[src/rtl/fir_pkg.sv]
// rtl/fir_pkg.sv - shared FIR state encoding and fixed-point helpers
package fir_pkg;

    localparam int DEFAULT_FRAC_BITS = 10;

    typedef enum logic [1:0] {
        ST_LOAD  = 2'd0,
        ST_MAC   = 2'd1,
        ST_WRITE = 2'd2
    } fir_state_e;

    // Truncate a full product to 'width' bits (signed), then divide by 2^frac
    // rounding toward zero; negative values get a bias so the shift truncates
    // toward zero instead of toward minus infinity.
    function automatic logic signed [63:0] dequantize(
        input logic signed [127:0] prod,
        input int unsigned         width,
        input int unsigned         frac
    );
        logic signed [127:0] t;
        logic signed [127:0] bias;
        t    = (prod <<< (128 - width)) >>> (128 - width);
        bias = (128'sd1 <<< frac) - 128'sd1;
        if (t < 0) begin
            t = t + bias;
        end
        return 64'(t >>> frac);
    endfunction

endpackage

[src/rtl/fir_mac_lane.sv]
// rtl/fir_mac_lane.sv - combinational multiply/dequantize/sum across one MAC slice
module fir_mac_lane
    import fir_pkg::*;
#(
    parameter int MULT_PER_CYCLE = 4,
    parameter int DATA_WIDTH     = 32,
    parameter int FRAC_BITS      = DEFAULT_FRAC_BITS
) (
    input  logic [MULT_PER_CYCLE-1:0][DATA_WIDTH-1:0] taps,
    input  logic [MULT_PER_CYCLE-1:0][DATA_WIDTH-1:0] samples,
    output logic [DATA_WIDTH-1:0]                     sum
);

    if (DATA_WIDTH > 64) begin : g_width_chk
        $error("fir_mac_lane: DATA_WIDTH must not exceed 64");
    end

    // Each term is dequantized on its own before the wrap-around sum.
    always_comb begin
        logic signed [2*DATA_WIDTH-1:0] prod;
        prod = '0;
        sum  = '0;
        for (int i = 0; i < MULT_PER_CYCLE; i++) begin
            prod = $signed(taps[i]) * $signed(samples[i]);
            sum  = sum + DATA_WIDTH'(dequantize(128'(prod), DATA_WIDTH, FRAC_BITS));
        end
    end

endmodule

[src/rtl/fir_interpolator.sv]
// rtl/fir_interpolator.sv - polyphase interpolating FIR with time-multiplexed MAC
module fir_interpolator
    import fir_pkg::*;
#(
    parameter int TAP_COUNT      = 32,
    parameter int INTERP_FACTOR  = 4,
    parameter int MULT_PER_CYCLE = 4,
    parameter int DATA_WIDTH     = 32,
    parameter int FRAC_BITS      = DEFAULT_FRAC_BITS,
    parameter logic [0:TAP_COUNT-1][DATA_WIDTH-1:0] TAPS = '0
) (
    input  logic                  clock,
    input  logic                  reset,
    input  logic [DATA_WIDTH-1:0] in_dout,
    input  logic                  in_empty,
    output logic                  in_rd_en,
    input  logic                  out_full,
    output logic                  out_wr_en,
    output logic [DATA_WIDTH-1:0] out_din
);

    localparam int PHASE_TAPS = TAP_COUNT / INTERP_FACTOR;
    localparam int M_CYCLES   = PHASE_TAPS / MULT_PER_CYCLE;
    localparam int PW = (INTERP_FACTOR > 1) ? $clog2(INTERP_FACTOR) : 1;
    localparam int CW = (M_CYCLES > 1)      ? $clog2(M_CYCLES)      : 1;
    localparam int TW = (TAP_COUNT > 1)     ? $clog2(TAP_COUNT)     : 1;
    localparam int XW = (PHASE_TAPS > 1)    ? $clog2(PHASE_TAPS)    : 1;

    if (TAP_COUNT % INTERP_FACTOR != 0) begin : g_tap_chk
        $error("fir_interpolator: TAP_COUNT must be a multiple of INTERP_FACTOR");
    end
    if (PHASE_TAPS % MULT_PER_CYCLE != 0) begin : g_mult_chk
        $error("fir_interpolator: MULT_PER_CYCLE must divide TAP_COUNT/INTERP_FACTOR");
    end

    fir_state_e                            state_q, state_d;
    logic [0:PHASE_TAPS-1][DATA_WIDTH-1:0] x_q, x_d;
    logic [PW-1:0]                         phase_q, phase_d;
    logic [CW-1:0]                         mac_cnt_q, mac_cnt_d;
    logic [DATA_WIDTH-1:0]                 acc_q, acc_d;
    logic [DATA_WIDTH-1:0]                 out_din_q, out_din_d;
    logic                                  rst_hold_q, rst_hold_d;

    logic [MULT_PER_CYCLE-1:0][DATA_WIDTH-1:0] lane_taps;
    logic [MULT_PER_CYCLE-1:0][DATA_WIDTH-1:0] lane_x;
    logic [DATA_WIDTH-1:0]                     lane_sum;

    // Select the taps of the current phase and the matching history samples.
    always_comb begin
        int j;
        j         = 0;
        lane_taps = '0;
        lane_x    = '0;
        for (int i = 0; i < MULT_PER_CYCLE; i++) begin
            j            = int'(mac_cnt_q) * MULT_PER_CYCLE + i;
            lane_x[i]    = x_q[XW'(j)];
            lane_taps[i] = TAPS[TW'(int'(phase_q) + j * INTERP_FACTOR)];
        end
    end

    fir_mac_lane #(
        .MULT_PER_CYCLE (MULT_PER_CYCLE),
        .DATA_WIDTH     (DATA_WIDTH),
        .FRAC_BITS      (FRAC_BITS)
    ) u_lane (
        .taps    (lane_taps),
        .samples (lane_x),
        .sum     (lane_sum)
    );

    // Next-state, datapath updates and FIFO handshakes; the cycle after reset is kept idle.
    always_comb begin
        state_d    = state_q;
        x_d        = x_q;
        phase_d    = phase_q;
        mac_cnt_d  = mac_cnt_q;
        acc_d      = acc_q;
        out_din_d  = out_din_q;
        rst_hold_d = reset;
        in_rd_en   = 1'b0;
        out_wr_en  = 1'b0;
        case (state_q)
            ST_LOAD: begin
                if (!in_empty && !reset && !rst_hold_q) begin
                    in_rd_en = 1'b1;
                    x_d[0]   = in_dout;
                    for (int k = 1; k < PHASE_TAPS; k++) begin
                        x_d[k] = x_q[k-1];
                    end
                    phase_d   = '0;
                    mac_cnt_d = '0;
                    acc_d     = '0;
                    state_d   = ST_MAC;
                end
            end
            ST_MAC: begin
                acc_d = acc_q + lane_sum;
                if (mac_cnt_q == CW'(M_CYCLES - 1)) begin
                    mac_cnt_d = '0;
                    out_din_d = acc_d;
                    state_d   = ST_WRITE;
                end else begin
                    mac_cnt_d = mac_cnt_q + CW'(1);
                end
            end
            ST_WRITE: begin
                if (!out_full && !reset) begin
                    out_wr_en = 1'b1;
                    if (phase_q != PW'(INTERP_FACTOR - 1)) begin
                        phase_d = phase_q + PW'(1);
                        acc_d   = '0;
                        state_d = ST_MAC;
                    end else begin
                        state_d = ST_LOAD;
                    end
                end
            end
            default: state_d = ST_LOAD;
        endcase
    end

    // State and datapath registers with synchronous active-high reset.
    always_ff @(posedge clock) begin
        rst_hold_q <= rst_hold_d;
        if (reset) begin
            state_q   <= ST_LOAD;
            x_q       <= '0;
            phase_q   <= '0;
            mac_cnt_q <= '0;
            acc_q     <= '0;
            out_din_q <= '0;
        end else begin
            state_q   <= state_d;
            x_q       <= x_d;
            phase_q   <= phase_d;
            mac_cnt_q <= mac_cnt_d;
            acc_q     <= acc_d;
            out_din_q <= out_din_d;
        end
    end

    assign out_din = out_din_q;

endmodule

[config.mk]
export PLATFORM = sky130hd
export DESIGN_NAME = fir_interpolator
export DESIGN_NICKNAME = d
export VERILOG_FILES = /design/src/rtl/fir_pkg.sv /design/src/rtl/fir_mac_lane.sv /design/src/rtl/fir_interpolator.sv
export SDC_FILE = /design/constraint.sdc
export NUM_CORES = 1
export LEC_CHECK = 0
export ABC_AREA = 1
export CAP_MARGIN = 20
export CORE_ASPECT_RATIO = 0.6
export CORE_MARGIN = 3
export CORE_UTILIZATION = 22
export DETAILED_ROUTE_END_ITERATION = 8
export GPL_TIMING_DRIVEN = 0
export PLACE_DENSITY = 0.75
export SYNTH_ARGS = -nofsm -noshare
export SYNTH_HDL_FRONTEND = slang
export SYNTH_SLANG_ARGS = --single-unit
[constraint.sdc]
create_clock -name clock -period 1.2 [get_ports clock]
set_clock_uncertainty 0.15 [all_clocks]
set_input_delay 0.24 -clock clock [delete_from_list [all_inputs] [get_ports clock]]
set_output_delay 0.24 -clock clock [all_outputs]
set_load 0.1 [all_outputs]
==> results.toml, run 1 <==
[global_routing]
grt_first_pass_wirelength_um = 1680
grt_max_degree = 7
gr-total-overflow = 0
grt_use_total = 0.0668
grt_pass1_vias = 416
antenna_found_initial = 0

[finish]
area_delta_synth_final_pct = 76.2
fin_util = 0.421
fin_nets = 162
drive_gt1_frac = 0.508
diodes = 0
finalNonFillerCells = 154

[route]
drt-pass1-iter-count = 3
drt-initial-drc-count = 12
drt-total-wl_um = 1140
route.detailed.drc = 0
vias_per_cell = 3.25
vias = 500
drtAntennaViolNets = 0
wl_per_cell_um = 7.41

[floorplan]
pin_count = 70
core_um2 = 2240
initial_core_util = 0.239
rows = 13
die-area_um2 = 3090
die_h_um = 44.3
chipWidth_um = 69.8

[clock_network]
cts_buffers = 3
ctsHoldBuffers = 0
cts_tree = "built"
clk-insertion-delay-late_ns = 0.22
clock_sinks = 6
clk_path_buf_depth = 2
htree_num_levels = 1
cts-root-buf = "clkbuf_8"
clk_pin_slew_ns = 0.04

[synthesis]
synth_seq_area_share = 0.224
synthCells = 76
synth_cell_types = 16
yosysWarnings = 0
synth_top_area_cell = "buf_4"
synth_top_area_frac = 0.448
yosys-top-cells-area = "buf_4, dfxtp_1, nand2_1, inv_1, nor2_1"
synth_seq_cells = 6
synth_area_um2 = 537
syn_area_per_cell_um2 = 7.06

[timing]
rsz0062_at_grt = "true"
finalHoldViolations = 0
fin_crit_sh = 1.24
fmax_mhz = 671
whs_ns = 0.0433
setup_ws_ns = -0.290
setup_viol = 4
final_max_slew_viol_count = 0
period_needed_ns = 1.49

[worst_setup_path]
required_ns = 0.81
crit_slowest_cell = "dfxtp_1"
crit_path_end_kind = "primary output"
path_buf_inv = 2
crit_path_cell_trace = "inv_1, nand2_2, nor3_4, buf_12"
worstSetupStartpointType = "register"
critPathArrivalTime_ns = 1.10
critPathKind = "reg -> out"
max_stage_delay_ns = 0.31
cp_top_family = "flip-flops"
worst-path-max-fanout = 2

[power]
fin_total_pwr_uw = 1390
p_leak_uw = 0.000524
ir_drop_v = 0.000328
pwr_density_cell_nw_per_um2 = 1470

[hold_path]
hp-class = "in -> reg"

[flow_run]
drv_cap = 0

[placed_design]
place_inst = 142
place.gp.congestion = 0.659
place_hpwl_um = 773
port_buffers = 5

[status]
violations = "negative setup slack"
status = "finished, violations left"
[cells in the final DEF (no fill, tap or decap), drive strengths merged]
cell type and instances:
clkbuf 4, dlygate4sd2 1, clkdlybuf4s15 1, nor2 8
buf 43, a21oi 4, nand2 11, nand3 2
ha 1, nor3 1, conb 32, nand3b 1
inv 8, dfxtp 6, nand4 1
[report_power, final]
group | switching, uW | leakage [uW] | internal (uW)
clock | 84.1 | 0.0000228 | 228
combinational | 592 | 0.000450 | 193
sequential | 46.7 | 0.0000516 | 242
[per-stage QoR]
| step | area [um2] | TNS [ns] | setup WS [ns] |
|---|---|---|---|
| after floorplan | 682 | -0.597 | -0.351 |
| after global placement | 769 | -4.79 | -1.43 |
| after detailed placement | 769 | -4.92 | -1.43 |
| after CTS | 902 | -0.480 | -0.246 |
| after global routing | 946 | -0.808 | -0.306 |
| final | 946 | -0.642 | -0.290 |
[synthesized netlist by cell type]
library cell,number
nand2_1,10
nor3_1,1
nand3b_1,1
conb_1,1
nand3_2,1
dfxtp_1,6
inv_1,7
ha_1,1
nand3_1,1
nand4_1,1
nor2_1,7
inv_2,1
a21oi_1,4
buf_4,32
nor2_2,1
nand2_2,1
[state kept, by name, summed over array words and instances (netlist names)]
register    count
rst_hold_q      1
phase_q         2
mac_cnt_q       1
state_q         2
[path summary, 6_finish.rpt]
path	cells past startpoint	slack (ns)	from	to
worst max-delay path	4	-0.29	rst_hold_q	in_rd_en
worst min-delay path	1	0.04	reset	rst_hold_q
worst max register to register	8	-0.06	rst_hold_q	phase_q[0]
worst min register to register	2	0.34	mac_cnt_q	mac_cnt_q
[worst register-to-register path, delay by kind of cell (launching register included)]
kind | cells | cell delay, ns
flip-flops | 1 | 0.31
buffers and inverters | 2 | 0.22
AND/OR/NAND/NOR | 6 | 0.51
[metal layers]
layer / global-route usage / vias to the layer above / part of all wire
li1: - / 262 / -
met1: 0.0732 / 222 / 0.37
met2: 0.126 / 16 / 0.56
met3: 0.00680 / 0 / 0.067
met4: 0.0458 / 0 / 0
met5: 0 / - / 0
[repair_timing]
item	4_1_cts	5_1_grt
pin swaps	8	8
gates resized for setup	35	5
endpoints found under the hold margin	0	0
setup buffers	6	3
endpoints found under the setup margin	7	5
[layout make-up]
type	count	area, um2
Timing Repair Buffer	13	128
Buffer	32	240
Multi-Input combinational cell	61	333
Inverter	8	32.5
Clock buffer	4	45.0
Fill cell	205	1300
Tap cell	30	37.5
Sequential cell	6	130
[cell families after synthesis]
group	after synthesis	synth area share
AOI/OAI and AO/OA	4	0.0373
adders and majority gates	1	0.0233
and+or+nand+nor	24	0.205
buffers and inverters	40	0.503
other	1	0.00699
DFF	6	0.224
(Power assumes the default switching activity.)
==> inputs of run 2 (changes only) <==
- CORE_MARGIN: 3 -> default
==> results.toml, run 2 (synthesis gave the netlist of run 1 again) <==
[hold_path]
hp-start = "reset"
hp-class = "in -> reg"

[worst_setup_path]
critPathKind = "reg -> out"
cp-startpoint = "state_q[1]"
r2r_start = "state_q[1]"
r2r_setup_slack_ns = -0.10
worst-path-max-fanout = 2
worstSetupStartpointType = "register"
crit_path_end_kind = "primary output"
critPathArrivalTime_ns = 1.07
required_ns = 0.81

[route]
drt-total-wl_um = 1010
drt-pass1-iter-count = 4
drt-initial-drc-count = 6
wl_per_cell_um = 6.53
drtAntennaViolNets = 0
route.detailed.drc = 0
vias = 458
vias_per_cell = 2.95

[global_routing]
antenna_found_initial = 0
grt_use_total = 0.0695
grt_pass1_vias = 308
gr-total-overflow = 0
grt_max_degree = 7
grt_first_pass_wirelength_um = 1250

[clock_network]
clk_path_buf_depth = 2
cts_tree = "built"
clock_sinks = 6
cts-root-buf = "clkbuf_8"
clk-insertion-delay-late_ns = 0.23
cts_buffers = 3
clk_pin_slew_ns = 0.04
htree_num_levels = 1

[timing]
finalHoldViolations = 0
fin_crit_sh = 1.21
setup_tns_ns = -0.711
whs_ns = 0.0484
rsz0062_at_grt = "true"
period_needed_ns = 1.46
final_max_slew_viol_count = 0
fmax_mhz = 686
setup_ws_ns = -0.258
setup_viol = 5

[finish]
mostFrequentLayoutCell = "buf_4"
finalNonFillerCells = 155
diodes = 0
drive_gt1_frac = 0.504
fin_nets = 163
layout_common_cells = "buf_4, conb_1, nand2_1, inv_1, nor2_1"
area_delta_synth_final_pct = 73.7
reg_top3 = "phase_q x2, state_q x2"

[placed_design]
post-place-ws_ns = -1.43
place_hpwl_um = 691
place_inst = 142
port_buffers = 5
place.gp.congestion = 0.718

[status]
status = "finished, violations left"
violations = "negative setup slack"

[floorplan]
die_h_um = 40.3
initial_core_util = 0.241
rows = 13
chipWidth_um = 65.8
core_um2 = 2230
pin_count = 70
die-area_um2 = 2650

[flow_run]
drv_cap = 0

[power]
pwr_density_cell_nw_per_um2 = 1460
p_leak_uw = 0.000524
ir_drop_v = 0.000385
## run 2: changes by cell type in the layout (fill, tap and decap cells not counted), sizes merged
cell,change
buf,+1
## run 2: worst paths after layout
check | to | cells past startpoint
hold / removal | rst_hold_q | 1
setup / recovery | out_wr_en | 5
hold reg to reg | mac_cnt_q | 2
setup reg to reg | phase_q[0] | 8
## run 2: cell type report
type	count	area, um2
tap	30	37.5
buffer	32	240
clock buffer	4	45.0
multi-input combinational	61	314
timing repair buffer	14	135
fill	217	1300
inverter	8	32.5
sequential	6	128
## run 2: worst max-delay path, cell delays in order (launching register included)
cell and delay, ns:
dfxtp_4 0.36, inv_4 0.04, nor2_4 0.09, inv_2 0.06, nor2_4 0.12, buf_12 0.18
## run 2: layer usage
metal  global-route usage  up-vias  routed length, um
met3               0.0426        0                 68
met1               0.0675      177                419
met2                0.122       18                524
met4               0.0326        0                  0
li1                     -      263                  -
met5                    0        -                  0
## run 2: where the power goes
part	total [uW]	internal [uW]	switching (uW)
Clock	323	229	94.0
Combinational	764	182	582
Sequential	275	238	37.5
## run 2: what timing repair did
action | CTS | global route
pin swaps | 7 | 2
hold buffers | 0 | 0
resized for setup | 33 | 3
endpoints found under the hold margin | 0 | 0
endpoints found under the setup margin | 7 | 5
buffers inserted | 5 | 4
## run 2: stage by stage
step	util	power, uW	instance area, um2
2_1_floorplan	-	917	682
3_3_place_gp	0.345	947	769
3_5_place_dp	0.345	956	769
4_1_cts	0.399	1320	888
5_1_grt	0.418	1440	932
6_report	0.418	1360	932
